<file path="config.mk">
export PLATFORM = sky130hd
export DESIGN_NAME = uart_rx
export DESIGN_NICKNAME = d
export VERILOG_FILES = /design/src/rtl/uart_rx_pkg.sv /design/src/rtl/uart_rx.sv
export SDC_FILE = /design/constraint.sdc
export NUM_CORES = 1
export LEC_CHECK = 0
export ABC_AREA = 1
export ABC_CLOCK_PERIOD_IN_PS = 1400
export CAP_MARGIN = 20
export CORE_MARGIN = 10
export CORE_UTILIZATION = 35
export DETAILED_ROUTE_END_ITERATION = 8
export GPL_ROUTABILITY_DRIVEN = 0
export GPL_TIMING_DRIVEN = 0
export PLACE_DENSITY = 0.62
export SLEW_MARGIN = 20
export SYNTH_ARGS = -nofsm -noshare
export SYNTH_HDL_FRONTEND = slang
export SYNTH_SLANG_ARGS = --single-unit
</file>
<file path="constraint.sdc">
create_clock -name i_clk -period 1.4 [get_ports i_clk]
set_input_delay 0.14 -clock i_clk [delete_from_list [all_inputs] [get_ports i_clk]]
set_output_delay 0.14 -clock i_clk [all_outputs]
set_load 0.02 [all_outputs]
</file>
<file path="src/rtl/uart_rx_pkg.sv">
// Shared definitions for the UART receive path: oversample ratio, counter width,
// FSM state encoding and the parity-check helper.
package uart_rx_pkg;

  localparam int OVS       = 16;          // oversample ticks per bit period
  localparam int START_MID = OVS / 2 - 1; // tick index at the centre of the start bit
  localparam int BIT_LAST  = OVS - 1;     // tick index at the centre of data/parity bits
  localparam int S_W       = 5;           // tick counter width, covers stop lengths up to 32 ticks

  typedef enum logic [2:0] {
    ST_IDLE   = 3'd0,
    ST_START  = 3'd1,
    ST_DATA   = 3'd2,
    ST_PARITY = 3'd3,
    ST_STOP   = 3'd4
  } state_e;

  // Running XOR of the data bits combined with the received parity bit must equal
  // the selected sense (0 = even, 1 = odd); anything else is a parity error.
  function automatic logic parity_mismatch(input logic data_xor, input logic rx_par,
                                           input logic odd);
    return (data_xor ^ rx_par) != odd;
  endfunction

endpackage

</file>
<file path="src/rtl/uart_rx.sv">
// 16x oversampling UART receiver: LSB-first data, optional parity, stop-bit check,
// and a registered one-cycle done strobe qualified by frame/parity error flags.
module uart_rx
  import uart_rx_pkg::*;
#(
  parameter int DBIT    = 8,
  parameter int SB_TICK = 16,
  parameter int PAR_EN  = 0,
  parameter int PAR_ODD = 0
) (
  input  logic            i_clk,
  input  logic            i_reset_n,
  input  logic            i_rx,
  input  logic            i_s_tick,
  output logic            o_rx_done_tick,
  output logic [DBIT-1:0] o_dout,
  output logic            o_parity_err,
  output logic            o_frame_err
);

  localparam int   N_W      = (DBIT > 1) ? $clog2(DBIT) : 1;
  localparam logic HAS_PAR  = (PAR_EN != 0);
  localparam logic ODD_PAR  = (PAR_ODD != 0);

  state_e            state_q;
  logic [S_W-1:0]    s_q;
  logic [N_W-1:0]    n_q;
  logic [DBIT-1:0]   b_q;
  logic              par_acc_q;
  logic              rx_par_q;
  logic              done_q;
  logic [DBIT-1:0]   dout_q;
  logic              perr_q;
  logic              ferr_q;

  always_ff @(posedge i_clk or negedge i_reset_n) begin
    if (!i_reset_n) begin
      state_q   <= ST_IDLE;
      s_q       <= '0;
      n_q       <= '0;
      b_q       <= '0;
      par_acc_q <= 1'b0;
      rx_par_q  <= 1'b0;
      done_q    <= 1'b0;
      dout_q    <= '0;
      perr_q    <= 1'b0;
      ferr_q    <= 1'b0;
    end else begin
      done_q <= 1'b0;
      case (state_q)
        ST_IDLE: begin
          // Start detection does not wait for a tick, so a line still low when the
          // previous frame ends is picked up on the very next cycle.
          if (!i_rx) begin
            state_q <= ST_START;
            s_q     <= '0;
          end
        end

        ST_START: begin
          if (i_s_tick) begin
            if (s_q == S_W'(START_MID)) begin
              if (!i_rx) begin
                state_q   <= ST_DATA;
                s_q       <= '0;
                n_q       <= '0;
                par_acc_q <= 1'b0;
              end else begin
                state_q <= ST_IDLE;
              end
            end else begin
              s_q <= s_q + 1'b1;
            end
          end
        end

        ST_DATA: begin
          if (i_s_tick) begin
            if (s_q == S_W'(BIT_LAST)) begin
              s_q       <= '0;
              b_q       <= {i_rx, b_q[DBIT-1:1]};
              par_acc_q <= par_acc_q ^ i_rx;
              if (n_q == N_W'(DBIT - 1)) begin
                state_q <= HAS_PAR ? ST_PARITY : ST_STOP;
              end else begin
                n_q <= n_q + 1'b1;
              end
            end else begin
              s_q <= s_q + 1'b1;
            end
          end
        end

        ST_PARITY: begin
          if (i_s_tick) begin
            if (s_q == S_W'(BIT_LAST)) begin
              s_q      <= '0;
              rx_par_q <= i_rx;
              state_q  <= ST_STOP;
            end else begin
              s_q <= s_q + 1'b1;
            end
          end
        end

        ST_STOP: begin
          if (i_s_tick) begin
            if (s_q == S_W'(SB_TICK - 1)) begin
              // Strobe fires regardless of errors; the flags qualify the word.
              done_q  <= 1'b1;
              dout_q  <= b_q;
              ferr_q  <= ~i_rx;
              perr_q  <= HAS_PAR & parity_mismatch(par_acc_q, rx_par_q, ODD_PAR);
              s_q     <= '0;
              state_q <= ST_IDLE;
            end else begin
              s_q <= s_q + 1'b1;
            end
          end
        end

        default: begin
          state_q <= ST_IDLE;
          s_q     <= '0;
        end
      endcase
    end
  end

  assign o_rx_done_tick = done_q;
  assign o_dout         = dout_q;
  assign o_parity_err   = perr_q;
  assign o_frame_err    = ferr_q;

endmodule

</file>
After elaboration in Yosys (flattened, before gate mapping)
Index checks and enable logic that the tools add are counted.
{"block": "word_totals", "output_inout_bits": 11, "ff_bits": 29, "in_bits": 4, "elab_cells": 66}
{"block": "op_classes", "n_addsub": 2, "n_eq_ne": 20, "reduce_logical": 8, "mux": 28, "n_bitwise": 1}
{"cell": "2-to-1 mux 3 bit", "n": 16}
{"cell": "2-to-1 mux 5 bit", "n": 5}
{"cell": "!= test 2 bit (second input constant)", "n": 12}
{"cell": "one-hot mux 3 bit (5 select lines)", "n": 1}
{"cell": "one-hot mux 5 bit (3 select lines)", "n": 1}
{"cell": "AND reduction 10 bit", "n": 1}
{"cell": "AND reduction 7 bit", "n": 1}
{"cell": "equality test 3 x 2 -> 1 bit (second input constant)", "n": 2}
{"cell": "equality test 3 bit (second input constant)", "n": 2}
{"cell": "one-hot mux 3 bit (2 select lines)", "n": 1}
{"cell": "AND reduction 3 bit", "n": 2}
{"cell": "adder 5 x 1 -> 5 bit (second input constant)", "n": 1}
{"cell": "equality test 5 x 3 -> 1 bit (second input constant)", "n": 1}
{"cell": "equality test 5 x 4 -> 1 bit (second input constant)", "n": 1}
{"cell": "adder 3 x 1 -> 3 bit (second input constant)", "n": 1}
{"cell": "equality test 3 x 1 -> 1 bit (second input constant)", "n": 1}
{"cell": "zero test 3 bit", "n": 1}
{"cell": "2-to-1 mux 1 bit", "n": 3}
{"cell": "OR reduction 3 bit", "n": 1}
{"cell": "2-to-1 mux 2 bit", "n": 1}
{"cell": "!= test 2 x 1 -> 1 bit (second input constant)", "n": 1}
{"cell": "AND reduction 2 bit", "n": 1}
{"cell": "nonzero test 2 bit", "n": 1}
{"cell": "NOT 1 bit", "n": 1}

Depth between registers and ports, before layout
{"block": "depth", "ltp_word": 5, "depth_mapped": 10, "mapped_depth_nobuf": 10}

Worst setup path after synthesis
Ideal clock, no wire load.
{"block": "synth_timing", "kind": "reg2reg", "startpoint": "register s_q[0]", "endpoint": "register b_q[5]", "t_arrival_ps": 1298, "setup_slack_ps": -19, "path_stages_with_launch": 8, "path_buffers": 1, "required_time_ps": 1279, "setup_time_ps": 121, "synth_period_minus_slack_ps": 1419, "path_cell_list": "dfrtp_1 ha_1 nand3_1 nor2_4 nand3_4 buf_2 nand2_1 o21ai_1"}
{"block": "synth_between", "elab_chain_len": 2}
{"element": "from (decl)", "line": "uart_rx.sv:26", "text": "logic [S_W-1:0] s_q;"}
{"element": "from (signal assigned)", "line": "uart_rx.sv:72", "text": "s_q <= s_q + 1'b1;"}
{"element": "from (signal assigned)", "line": "uart_rx.sv:89", "text": "s_q <= s_q + 1'b1;"}
{"element": "from (signal assigned)", "line": "uart_rx.sv:101", "text": "s_q <= s_q + 1'b1;"}
{"element": "equality test 5 x 4 -> 1 bit", "line": "uart_rx.sv:79", "text": "if (s_q == S_W'(BIT_LAST)) begin"}
{"element": "AND reduction 3 bit (no line)"}
{"element": "to (signal assigned)", "line": "uart_rx.sv:81", "text": "b_q <= {i_rx, b_q[DBIT-1:1]};"}
{"element": "to (decl)", "line": "uart_rx.sv:28", "text": "logic [DBIT-1:0] b_q;"}
Every way passes these cells.
A chain may end at the register's enable or synchronous reset.

Final worst setup path
{"block": "layout_timing", "startpoint": "register state_q[2]", "endpoint": "register n_q[1]"}
{"block": "layout_between", "elab_chain_len": 3, "elab_cells_between_ends": 11, "classes_between": "eq/ne (8); mux (1); reduce/logical (2)"}
{"element": "from (decl)", "line": "uart_rx.sv:25", "text": "state_e state_q;"}
{"element": "from (signal assigned)", "line": "uart_rx.sv:84", "text": "state_q <= HAS_PAR ? ST_PARITY : ST_STOP;"}
{"element": "equality test 3 x 2 -> 1 bit / equality test 3 x 1 -> 1 bit (equally long branches)"}
{"element": "!= test 2 bit (no line) / nonzero test 2 bit (equally long branches)"}
{"element": "AND reduction 7 bit (no line)"}
{"element": "to (signal assigned)", "line": "uart_rx.sv:86", "text": "n_q <= n_q + 1'b1;"}
{"element": "to (decl)", "line": "uart_rx.sv:27", "text": "logic [N_W-1:0] n_q;"}
Several ways; a longest one is shown, not always the timed one.

==> reports/results.ini <==
[detailed_routing]
wl_per_cell_microns=12.3
drtIter0Drc=53
drtAntennaViolNets=0
drc_errors=0
wirelength_mm=3.60
via_per_inst=4.72
firstDrtPassIters=4
num_vias=1382

[clock_network]
clockRootBuffer=clkbuf_8
cts_tree=yes
clkSlewWorstSetupHoldPaths_ns=0.06
cts_buffers=5
cts_buffer_depth=2
clock-sinks=29
insertion_delay_ns=0.28
htree_levels=2

[sta]
rsz0062_at_grt=true
drv_slew=0
period_minus_slack_ns=1.44
fin_ws_ns=-0.0448
hold_viol_final=0
worstMarginPinSlew_ns=0.638
setup_viol=6
fmax_mhz=692
finClkSkew_ns=0.00258
period_share_pct=103
slew_headroom_pct=57.5

[cells_and_area]
multiInputGateArea_sq_um=892
area_delta_synth_final_pct=40.6
antenna_cells=0
drive_above_1_share_pct=31.5
post-route-util_pct=50.6
regArea_sq_um=731
final_cell_mix=nand2_1, dfrtp_1, inv_1, buf_4, nand3_1
fin_area_sq_um=2200
finalNetCount=249
mostFrequentLayoutCell=nand2_1
fillers=408

[die]
die_w_microns=86.9
die_y_microns=86.9
num_io_pins=15
dieArea_sq_um=7550
initial_core_util_pct=36.0
core_sq_um=4350
num_rows=24

[synth]
ys_warn_count=0
synth_edf_count=0
synth_cell_types=24
avgSynthCellArea_sq_um=7.79
ys_async_sr_fraction_pct=100
synth.net_count=210
ys_ff_latch=29
yosysSeqAreaShare_pct=46.3
syn_inst=201
netlist_area_sq_um=1570
ys.flop_type=dfrtp_1

[place]
dpl-instance-area_sq_um=1770
place_ws_ns=-0.333
portBuffers=13
dp_hpwl_mm=2.27

[job]
cap_violations=0

[grt]
grt_antenna_before_repair=0
overflow=0
grt_pass1_vias=1366
grt_max_degree=30
grt_use_total_pct=9.50
grt_pass1_wl_mm=5.78

[setup_path]
reg2reg_from=state_q[2]
end_kind=flop
cp-start-kind=flop
cp_max_fo=5
cp_data_arrival_time_ns=1.67
r2r_slack_ns=-0.04
cp.required_ns=1.62
timing_worst_setup_path_type=flop to flop
ff2ff_path_depth=8
regToRegEndpoint=n_q[1]

[power]
peakVddDrop_uv=991
power_density_nw_per_um2=1280
p_leak_uw=0.00117
finalPower_uw=2820

[status]
violations=negative setup slack
status=finished with violations

[min_path]
hold_path_class=input port to async pin

[synthesized netlist by cell type, types with 2 or more instances]
cell | count | area [sq um]
nand3_1 | 19 | 95.1
o21ai_1 | 17 | 85.1
buf_4 | 2 | 15.0
ha_1 | 5 | 62.6
nor2_4 | 2 | 22.5
inv_1 | 23 | 86.3
dfrtp_1 | 29 | 726
nand3b_1 | 2 | 15.0
nand3_4 | 2 | 35.0
o21ai_0 | 2 | 10.0
nor2_2 | 2 | 12.5
nand2_2 | 4 | 25.0
nand2_1 | 68 | 255
nor2_1 | 14 | 52.6
[critical path: stages (launching register included)]
cell	delay, ns
dfrtp_1	0.43
inv_2	0.16
nand2_2	0.08
nor2_4	0.17
nand2_2	0.09
o21ai_4	0.18
buf_4	0.14
nand3b_1	0.07
nand2_1	0.07
[worst max-delay path by stage]
stage / from / endpoint / slack (ns) / cells after the start
2_1_floorplan: s_q[0] / state_q[0] / 0.006 / 10
3_3_place_gp: i_reset_n / state_q[0] / -0.32 / 1
3_5_place_dp: i_s_tick / n_q[2] / -0.33 / 8
4_1_cts: s_q[1] / b_q[5] / -0.04 / 7
5_1_grt: state_q[2] / n_q[2] / -0.12 / 8
6_report: state_q[2] / n_q[1] / -0.04 / 8
[cell families after synthesis]
logic type	Yosys count	share of synthesized area, %
simple gates	115	33.5
flops	29	46.3
buf+inv	28	7.75
compound gates	21	7.11
fa+ha+maj	5	3.99
xor+xnor	2	1.12
other cells	1	0.239
[repair_timing]
action                     4_1_cts  5_1_grt
buffers inserted                 8        9
cloned                           1        0
hold endpoints to repair        29        0
pin swaps                        6       20
gates resized for setup         25       33
setup endpoints to repair       30       35
hold buffers                     1        0
[cell type report]
type                    count  area share, %
multi-input cells         144           40.5
flip-flops and latches     29           33.2
repair buffers             32           13.8
inverters                  24           4.09
clock buffers               6           3.30
well taps                  52           2.95
plain buffers               4           1.70
clock inverters             2          0.455
[layer usage]
| layer | share of wire (%) | track usage, % |
|---|---|---|
| met3 | 5.9 | 4.21 |
| met1 | 44 | 10.8 |
| met2 | 48 | 15.1 |
| met5 | 0 | 0 |
| met4 | 1.5 | 3.98 |
[metrics by stage]
step / TNS, ns / hold slack (ns) / cells
after global routing: -1.85 / 0.479 / 293
after CTS: -0.148 / 0.434 / 284
after detailed placement: -4.60 / 0.207 / 266
after global placement: -13.39 / 0.459 / 266
after floorplan: 0 / -0.156 / 201
final: -0.187 / 0.408 / 293
[flip-flops by register name, indices dropped and copies added, names as in the netlist]
signal,cells
o_frame_err,1
o_dout,8
n_q,3
s_q,5
state_q,3
b_q,8
o_rx_done_tick,1
[power by group]
group          switching, uW  internal [uW]  leakage, uW
Combinational            638            454     0.000733
Sequential               140            919     0.000395
Clock                    320            343    0.0000450
Power figures use the tool's default switching activity.
